## src/rtl/alu_arbiter.sv

```systemverilog
// alu_arbiter: two-port round-robin front end for a shared combinational ALU.
// A grant registers the winner's operands onto the ALU drive for one EXEC
// cycle; the result is captured into a response that waits for rsp_ready.
module alu_arbiter #(
    parameter int WIDTH = 16,
    parameter int OPW   = 4,
    parameter int MAXOP = 8
) (
    input  logic             clk,
    input  logic             rst_n,
    input  logic             req0,
    input  logic [OPW-1:0]   op0,
    input  logic [WIDTH-1:0] a0,
    input  logic [WIDTH-1:0] b0,
    output logic             gnt0,
    input  logic             req1,
    input  logic [OPW-1:0]   op1,
    input  logic [WIDTH-1:0] a1,
    input  logic [WIDTH-1:0] b1,
    output logic             gnt1,
    output logic [OPW-1:0]   alu_op,
    output logic [WIDTH-1:0] alu_a,
    output logic [WIDTH-1:0] alu_b,
    input  logic [WIDTH-1:0] alu_result,
    output logic             rsp_valid,
    output logic             rsp_id,
    output logic [WIDTH-1:0] rsp_data,
    output logic             rsp_err,
    input  logic             rsp_ready,
    output logic             busy
);

    localparam logic [OPW-1:0] MAX_OPCODE = OPW'(MAXOP);

    typedef enum logic [1:0] {
        IDLE,
        EXEC,
        RESP
    } state_t;

    state_t state;
    state_t next_state;
    logic   prio;
    logic   owner;
    logic   grant;
    logic   winner;

    // Choose the winner and decide whether a grant is issued at the next edge
    always_comb begin
        next_state = state;
        grant      = 1'b0;
        winner     = 1'b0;
        if (req0 && req1) begin
            winner = prio;
        end else begin
            winner = req1;
        end
        case (state)
            IDLE: begin
                if (req0 || req1) begin
                    next_state = EXEC;
                    grant      = 1'b1;
                end
            end
            EXEC: begin
                next_state = RESP;
            end
            RESP: begin
                if (rsp_ready) begin
                    if (req0 || req1) begin
                        next_state = EXEC;
                        grant      = 1'b1;
                    end else begin
                        next_state = IDLE;
                    end
                end
            end
            default: begin
                next_state = IDLE;
            end
        endcase
    end

    // State register
    always_ff @(posedge clk) begin
        if (!rst_n) begin
            state <= IDLE;
        end else begin
            state <= next_state;
        end
    end

    // Capture the winner's operands and hand priority to the loser on each grant
    always_ff @(posedge clk) begin
        if (!rst_n) begin
            prio   <= 1'b0;
            owner  <= 1'b0;
            alu_op <= '0;
            alu_a  <= '0;
            alu_b  <= '0;
        end else if (grant) begin
            prio   <= ~winner;
            owner  <= winner;
            alu_op <= winner ? op1 : op0;
            alu_a  <= winner ? a1 : a0;
            alu_b  <= winner ? b1 : b0;
        end
    end

    // Latch the ALU result at the end of EXEC; illegal opcodes report zero data
    always_ff @(posedge clk) begin
        if (!rst_n) begin
            rsp_id   <= 1'b0;
            rsp_data <= '0;
            rsp_err  <= 1'b0;
        end else if (state == EXEC) begin
            rsp_id <= owner;
            if (alu_op > MAX_OPCODE) begin
                rsp_data <= '0;
                rsp_err  <= 1'b1;
            end else begin
                rsp_data <= alu_result;
                rsp_err  <= 1'b0;
            end
        end
    end

    assign gnt0      = (state == EXEC) && !owner;
    assign gnt1      = (state == EXEC) && owner;
    assign rsp_valid = (state == RESP);
    assign busy      = (state != IDLE);

endmodule

```

## config.mk

```make
export PLATFORM = sky130hd
export DESIGN_NAME = alu_arbiter
export DESIGN_NICKNAME = d
export VERILOG_FILES = /design/src/rtl/alu_arbiter.sv
export SDC_FILE = /design/constraint.sdc
export NUM_CORES = 1
export LEC_CHECK = 0
export BUFFER_PORTS_ARGS = -buffer_cell sky130_fd_sc_hd__buf_2
export CAP_MARGIN = 20
export CORE_ASPECT_RATIO = 1.1
export CORE_MARGIN = 4
export CORE_UTILIZATION = 42
export DETAILED_ROUTE_END_ITERATION = 12
export GPL_TIMING_DRIVEN = 0
export PLACE_DENSITY_LB_ADDON = 0.05
export SLEW_MARGIN = 10
export SYNTH_ARGS = -nofsm -noshare
export SYNTH_HDL_FRONTEND = slang
export SYNTH_SLANG_ARGS = --single-unit
```

## constraint.sdc

```tcl
create_clock -name clk -period 1.8 [get_ports clk]
set_clock_uncertainty 0.1 [all_clocks]
set_input_delay 0 -clock clk [delete_from_list [all_inputs] [get_ports clk]]
set_output_delay 0 -clock clk [all_outputs]
set_load 0.005 [all_outputs]
```

==> run_results.csv, run 1 <==
group,metric,value,unit
layout,seqCellArea,1160,um2
synth,synth_top_area_cell,"dfxtp_1",
synth,synth_commonest_cells,"dfxtp_1 (58), nand2_1 (39), a221o_1 (36), nor4_1 (36), a22o_1 (16)",
power,p_leak,1.94,nW
placement,portBuffers,149,
critical_path,crit_path_cell_trace,"dlygate4sd3_1, buf_2, nor2b_1, buf_2, clkbuf_1, nor4_1, a221o_1",
clock_network,cts_made_buffers,9,
critical_path,worst-r2r-setup-slack,130,ps
critical_path,critical_path.slowest_cell,"dlygate4sd3_1",
sta,finalCritPeriodShare,0.927,
power,powerDensity,803,nW/um2
routing,dr.pass1.iters,4,
sta,slew_headroom,0.703,
global_routing,grt_pass1_vias,2808,
clock_network,clock_tree.buffer_depth,2,
routing,avgRoutedWirePerCell,14.6,um
clock_network,htreeDepth,3,
layout,finalNetCount,553,
global_routing,grt.overflow.total,0,
clock_network,clock_sinks,58,
floorplanning,coreArea,5470,um2
sta,setup_tns,0,ps
placement,place_area,3260,um2
critical_path,start_kind,"input pin",
placement,dp.cells,466,
global_routing,grt_max_degree,11,
critical_path,worst_setup_path_end_kind,"flop",
layout,drive_gt1_frac,0.402,
synth,seq_area_frac_synth,0.480,
clock_network,clk_latency,320,ps
clock_network,cts_root_buf,"clkbuf_8",
placement,gp_congestion,0.753,
critical_path,r2r_start,"alu_op[0]",
synth,ys_ff_latch,58,
sta,finalSetupViolations,0,
critical_path,crit_arrival,1780,ps
power,p_switching,827,uW
routing,via_per_inst,5.03,
floorplanning,die_w,80.3,um
power,seqPwrFrac,0.455,
sta,tightest_slew,445,ps
floorplanning,fp-row-count,28,
floorplanning,io-pin-count,151,
sta,min_period,1670,ps
critical_path,crit_type,"in2reg",
routing,drt_iter0_drc,134,
synth,syn_area_per_cell,9.99,um2
synth,netlist_area,2420,um2
power,ir_drop,0.000488,V
layout,stdcell_area,4020,um2
global_routing,antenna_found_initial,0,
synth,ys_types,27,
synth,yosys.cell_count.top_type,"dfxtp_1",
sta,fmax,0.599,GHz
critical_path,worst_path_most_repeated_cell,"buf_2",
synth,synthCells,242,
synth,synthArstFlopShare,0,
synth,synth-edff-count,0,
run,drv_cap,0,
sta,rsz0062_at_grt,"false",
synth,synth_area_leaders,"dfxtp_1 (48%), a221o_1 (15%), nor4_1 (9.3%), nand2_1 (6.1%), a22o_1 (5.8%)",
sta,slew_viol_final,0,
critical_path,cpPeakStageDelay,530,ps
clock_network,clk_pin_slew,60,ps
layout,syn2layout_area_growth,66.2,%
power,p_sw_frac,0.257,
critical_path,crit_start,"req0",
layout,stdcell_count,540,
routing,wirelength,7900,um
floorplanning,dieArea,7030,um2
synth,yosysWarnings,0,
layout,diodes,0,
floorplanning,die_h,87.6,um
run_status,status,"finished, final reports clean",
clock_network,cts_tree,"built",
power,p_clk_frac,0.333,
routing,drc,0,
floorplanning,initial_core_util,0.442,
critical_path,crit_required,1910,ps
sta,finalHoldViolations,0,
critical_path,r2r_end,"rsp_data[9]",
global_routing,grt_pass1_wl,12700,um
critical_path,r2r.worst_path.cells,5,
layout,multi_input_area,1070,um2
synth,synth_top_area_frac,0.480,
critical_path,setup.worst_path.end,"alu_b[8]",
routing,vias,2715,
layout,fillers,446,
critical_path,worstPathMaxFanout,10,
synth,syn_nets,335,
placement,place_hpwl,5200,um
global_routing,grtUsageTotal,0.230,
hold_path,worstHoldPathType,"in2reg",
synth,synth_flop_cell,"dfxtp_1",
power,pwr-share-comb,0.212,
power,internal-power,2.40,mW
routing,antenna_left,0,
[critical path, delay by kind of cell]
kind / cells / cell delay [ps]
simple gates: 2 / 230
compound gates: 1 / 280
buf+inv: 4 / 1270
[registers in the layout (all words and copies together), names as in the netlist]
name / cells
owner: 1
prio: 1
rsp_id: 1
alu_op: 4
rsp_data: 16
state: 2
alu_a: 16
alu_b: 16
rsp_err: 1
[placed cells by master (no fill, tap or decap), types with 3 or more instances in the layout]
cell type,Yosys,final
nor4_1,36,36
o21a_1,3,3
nor2b_1,3,3
buf_6,8,8
a221o_1,36,36
nand2_1,39,39
clkbuf_8,0,12
a22o_1,16,16
dlygate4sd3_1,0,56
buf_2,9,158
and2_1,3,3
dfxtp_1,58,57
clkbuf_1,11,12
[area by class of cell]
class	instances	area share
sequential	58	0.289
multi-input combinational	154	0.267
inverter	1	0.000934
clock buffer	14	0.0430
tap	75	0.0234
timing repair buffer	207	0.329
buffer	29	0.0452
clock inverter	2	0.00249
[what timing repair did]
item                       in CTS  in global routing
gates resized for setup         0                  3
setup endpoints to repair       0                 30
hold buffers                   56                  0
buffers inserted                0                  2
hold endpoints to repair       58                  0
[power groups by stage]
| stage | registers (mW) | logic [mW] | clock network [mW] |
|---|---|---|---|
| floorplan | 1.50 | 0.291 | 0 |
| global placement | 1.49 | 0.573 | 0 |
| detailed placement | 1.49 | 0.579 | 0 |
| CTS | 1.47 | 0.675 | 1.10 |
| global route | 1.48 | 0.755 | 1.16 |
| finish | 1.47 | 0.683 | 1.07 |
[per-stage QoR]
| stage | hold WS [ps] | power (mW) | setup WS, ps | util |
|---|---|---|---|---|
| after CTS | 11.5 | 3.24 | 38.6 | 0.732 |
| after global routing | 32.9 | 3.39 | 8.34 | 0.735 |
| after detailed placement | 120 | 2.07 | 61.9 | 0.596 |
| after floorplan | 32.6 | 1.79 | 233 | - |
| after global placement | 123 | 2.06 | 80.1 | 0.596 |
| final | 22.6 | 3.22 | 131 | 0.735 |
[how the worst min path moves through the flow]
| stage | start | slack [ps] | to | depth (start not counted) |
|---|---|---|---|---|
| after floorplan | alu_result[0] | 30 | rsp_data[0] | 1 |
| after global placement | b0[6] | 120 | alu_b[6] | 2 |
| after detailed placement | alu_result[5] | 120 | rsp_data[5] | 2 |
| after CTS | a1[7] | 10 | alu_a[7] | 4 |
| after global routing | a1[7] | 30 | alu_a[7] | 4 |
| final | a1[7] | 20 | alu_a[7] | 4 |
[metal layers]
layer,global-route usage,routed length [um],vias to the layer above
li1,-,-,1377
met1,0.274,3350,1204
met2,0.398,3850,115
met3,0.0463,536,19
met4,0.106,174,0
met5,0,0,-
[cell families after synthesis]
group,count (synthesis),synth area share
compound gates,60,0.231
buf+inv,30,0.0761
flops,58,0.480
simple gates,94,0.213
No activity file was read; power rests on OpenSTA's default activity.
==> run 2: changes to the inputs <==
- CORE_ASPECT_RATIO: 1.1 -> 1.75
- CORE_MARGIN: 4 -> 2
==> run 2 against run 1 <==
  * Hold slack lost 19 ps
  * Die area shrank 9.0%
  * Cell count grew 1.7%
  * Via count grew 4.4%
  * Clock-buffer cell count shrank 2
  * Sequential power is essentially flat
  * Critical path depth shrank 2
  * Cell area grew 3.4%
  * Critical path type is now reg2reg
  * Critical endpoint is now alu_a[6]
  * Largest cell class unchanged
==> run_results.csv, run 2 (same netlist as run 1, synthesis figures left out) <==
group,metric,value,unit
routing,wirelength,8240,um
global_routing,antenna_found_initial,0,
clock_network,cts_root_buf,"clkbuf_8",
routing,avgRoutedWirePerCell,15.0,um
layout,fillers,460,
routing,dr.pass1.iters,4,
clock_network,cts_made_buffers,9,
global_routing,grt_pass1_vias,2894,
layout,seqCellArea,1160,um2
layout,layout_commonest_cell,"buf_2",
critical_path,crit_required,1930,ps
layout,finalNetCount,561,
global_routing,grtUsageTotal,0.262,
placement,place_ws,54.4,ps
layout,drive_gt1_frac,0.397,
layout,syn2layout_area_growth,71.9,%
critical_path,crit_arrival,1810,ps
critical_path,start_kind,"flop",
floorplanning,dieArea,6400,um2
critical_path,crit_type,"reg2reg",
layout,post-route-util,0.744,
sta,slew_viol_final,0,
critical_path,worstPathMaxFanout,10,
critical_path,cpPeakStageDelay,400,ps
power,powerDensity,863,nW/um2
layout,layout_common_cells,"buf_2 (157), dlygate4sd3_1 (64), dfxtp_1 (57), nand2_1 (39)",
clock_network,clk_latency,340,ps
run_status,status,"finished, final reports clean",
floorplanning,die_h,104,um
sta,finalSetupViolations,0,
hold_path,worstHoldPathType,"in2reg",
placement,place_hpwl,5370,um
critical_path,critical_path.slowest_cell,"clkbuf_1",
clock_network,clk_pin_slew,60,ps
routing,drt_iter0_drc,122,
clock_network,cts_tree,"built",
placement,gp_congestion,0.757,
critical_path,worst_setup_path_end_kind,"flop",
placement,portBuffers,149,
floorplanning,initial_core_util,0.433,
routing,drc,0,
routing,antenna_left,0,
floorplanning,die_w,61.4,um
sta,finalHoldViolations,0,
global_routing,grt_pass1_wl,13000,um
sta,tightest_slew,501,ps
floorplanning,io-pin-count,151,
sta,setup_tns,0,ps
run,drv_cap,0,
critical_path,crit_path_cell_trace,"nor2b_4, buf_6, clkbuf_1, nor4_1, a221o_1",
floorplanning,coreArea,5590,um2
sta,hold_ws,3.91,ps
power,fin_total_pwr,3.58,mW
sta,min_period,1690,ps
layout,top_regs,"alu_a: 16 flops, alu_b: 16 flops, rsp_data: 16 flops",
routing,via_per_inst,5.16,
clock_network,clock_tree.buffer_depth,2,
clock_network,htreeDepth,3,
layout,multi_input_area,1070,um2
layout,diodes,0,
global_routing,grt.overflow.total,0,
floorplanning,fp-row-count,36,
sta,finalWorstSetupSlack,112,ps
sta,rsz0062_at_grt,"false",
routing,vias,2834,
clock_network,clock_sinks,58,
sta,fmax,0.592,GHz
sta,slew_headroom,0.666,
power,p_leak,2.00,nW
sta,finalCritPeriodShare,0.938,
global_routing,grt_max_degree,11,
power,ir_drop,0.000501,V
==> run 2: critical path: cells and delay by family (launching register included) <==
kind	cells	cell delay [ps]
buffers and inverters	2	530
DFF	1	360
AOI/OAI and AO/OA	1	280
and+or+nand+nor	2	300
==> run 2: what timing repair did <==
item | in CTS | in global routing
gates resized for setup | 0 | 2
hold buffers | 64 | 0
hold endpoints to repair | 58 | 0
endpoints found under the setup margin | 0 | 30
setup buffers | 0 | 2
==> run 2: where the power goes <==
| part | switching [mW] | internal (mW) |
|---|---|---|
| clock | 0.523 | 0.890 |
| combinational | 0.303 | 0.398 |
| sequential | 0.0691 | 1.40 |
| total | 0.895 | 2.69 |
==> run 2: path summary, 6_finish.rpt <==
check	start	endpoint	slack, ps	cells past startpoint
worst max-delay path	state[1]	alu_a[6]	110	5
worst min-delay path	req1	prio	4	4
worst max register to register	state[1]	alu_a[6]	110	5
worst min register to register	rsp_err	rsp_err	370	2
==> run 2: stage by stage <==
| step | cells | cell area (um2) |
|---|---|---|
| 6_report | 549 | 4160 |
| 5_1_grt | 549 | 4160 |
| 4_1_cts | 547 | 4140 |
| 3_5_place_dp | 467 | 3260 |
| 3_3_place_gp | 467 | 3260 |
| 2_1_floorplan | 242 | 2420 |
==> run 2: area by class of cell <==
type,instances,area share
clock inverter,4,0.0175
clock buffer,12,0.0397
inverter,1,0.000903
timing repair buffer,215,0.337
sequential,58,0.280
multi-input combinational,154,0.258
tap,76,0.0229
buffer,29,0.0440
==> run 2: routing by layer <==
layer | vias to the layer above | GRT usage | routed length (um)
met5 | - | 0 | 0
met2 | 123 | 0.476 | 4420
met1 | 1299 | 0.269 | 3080
met4 | 0 | 0.102 | 154
met3 | 12 | 0.0659 | 579
li1 | 1400 | - | -
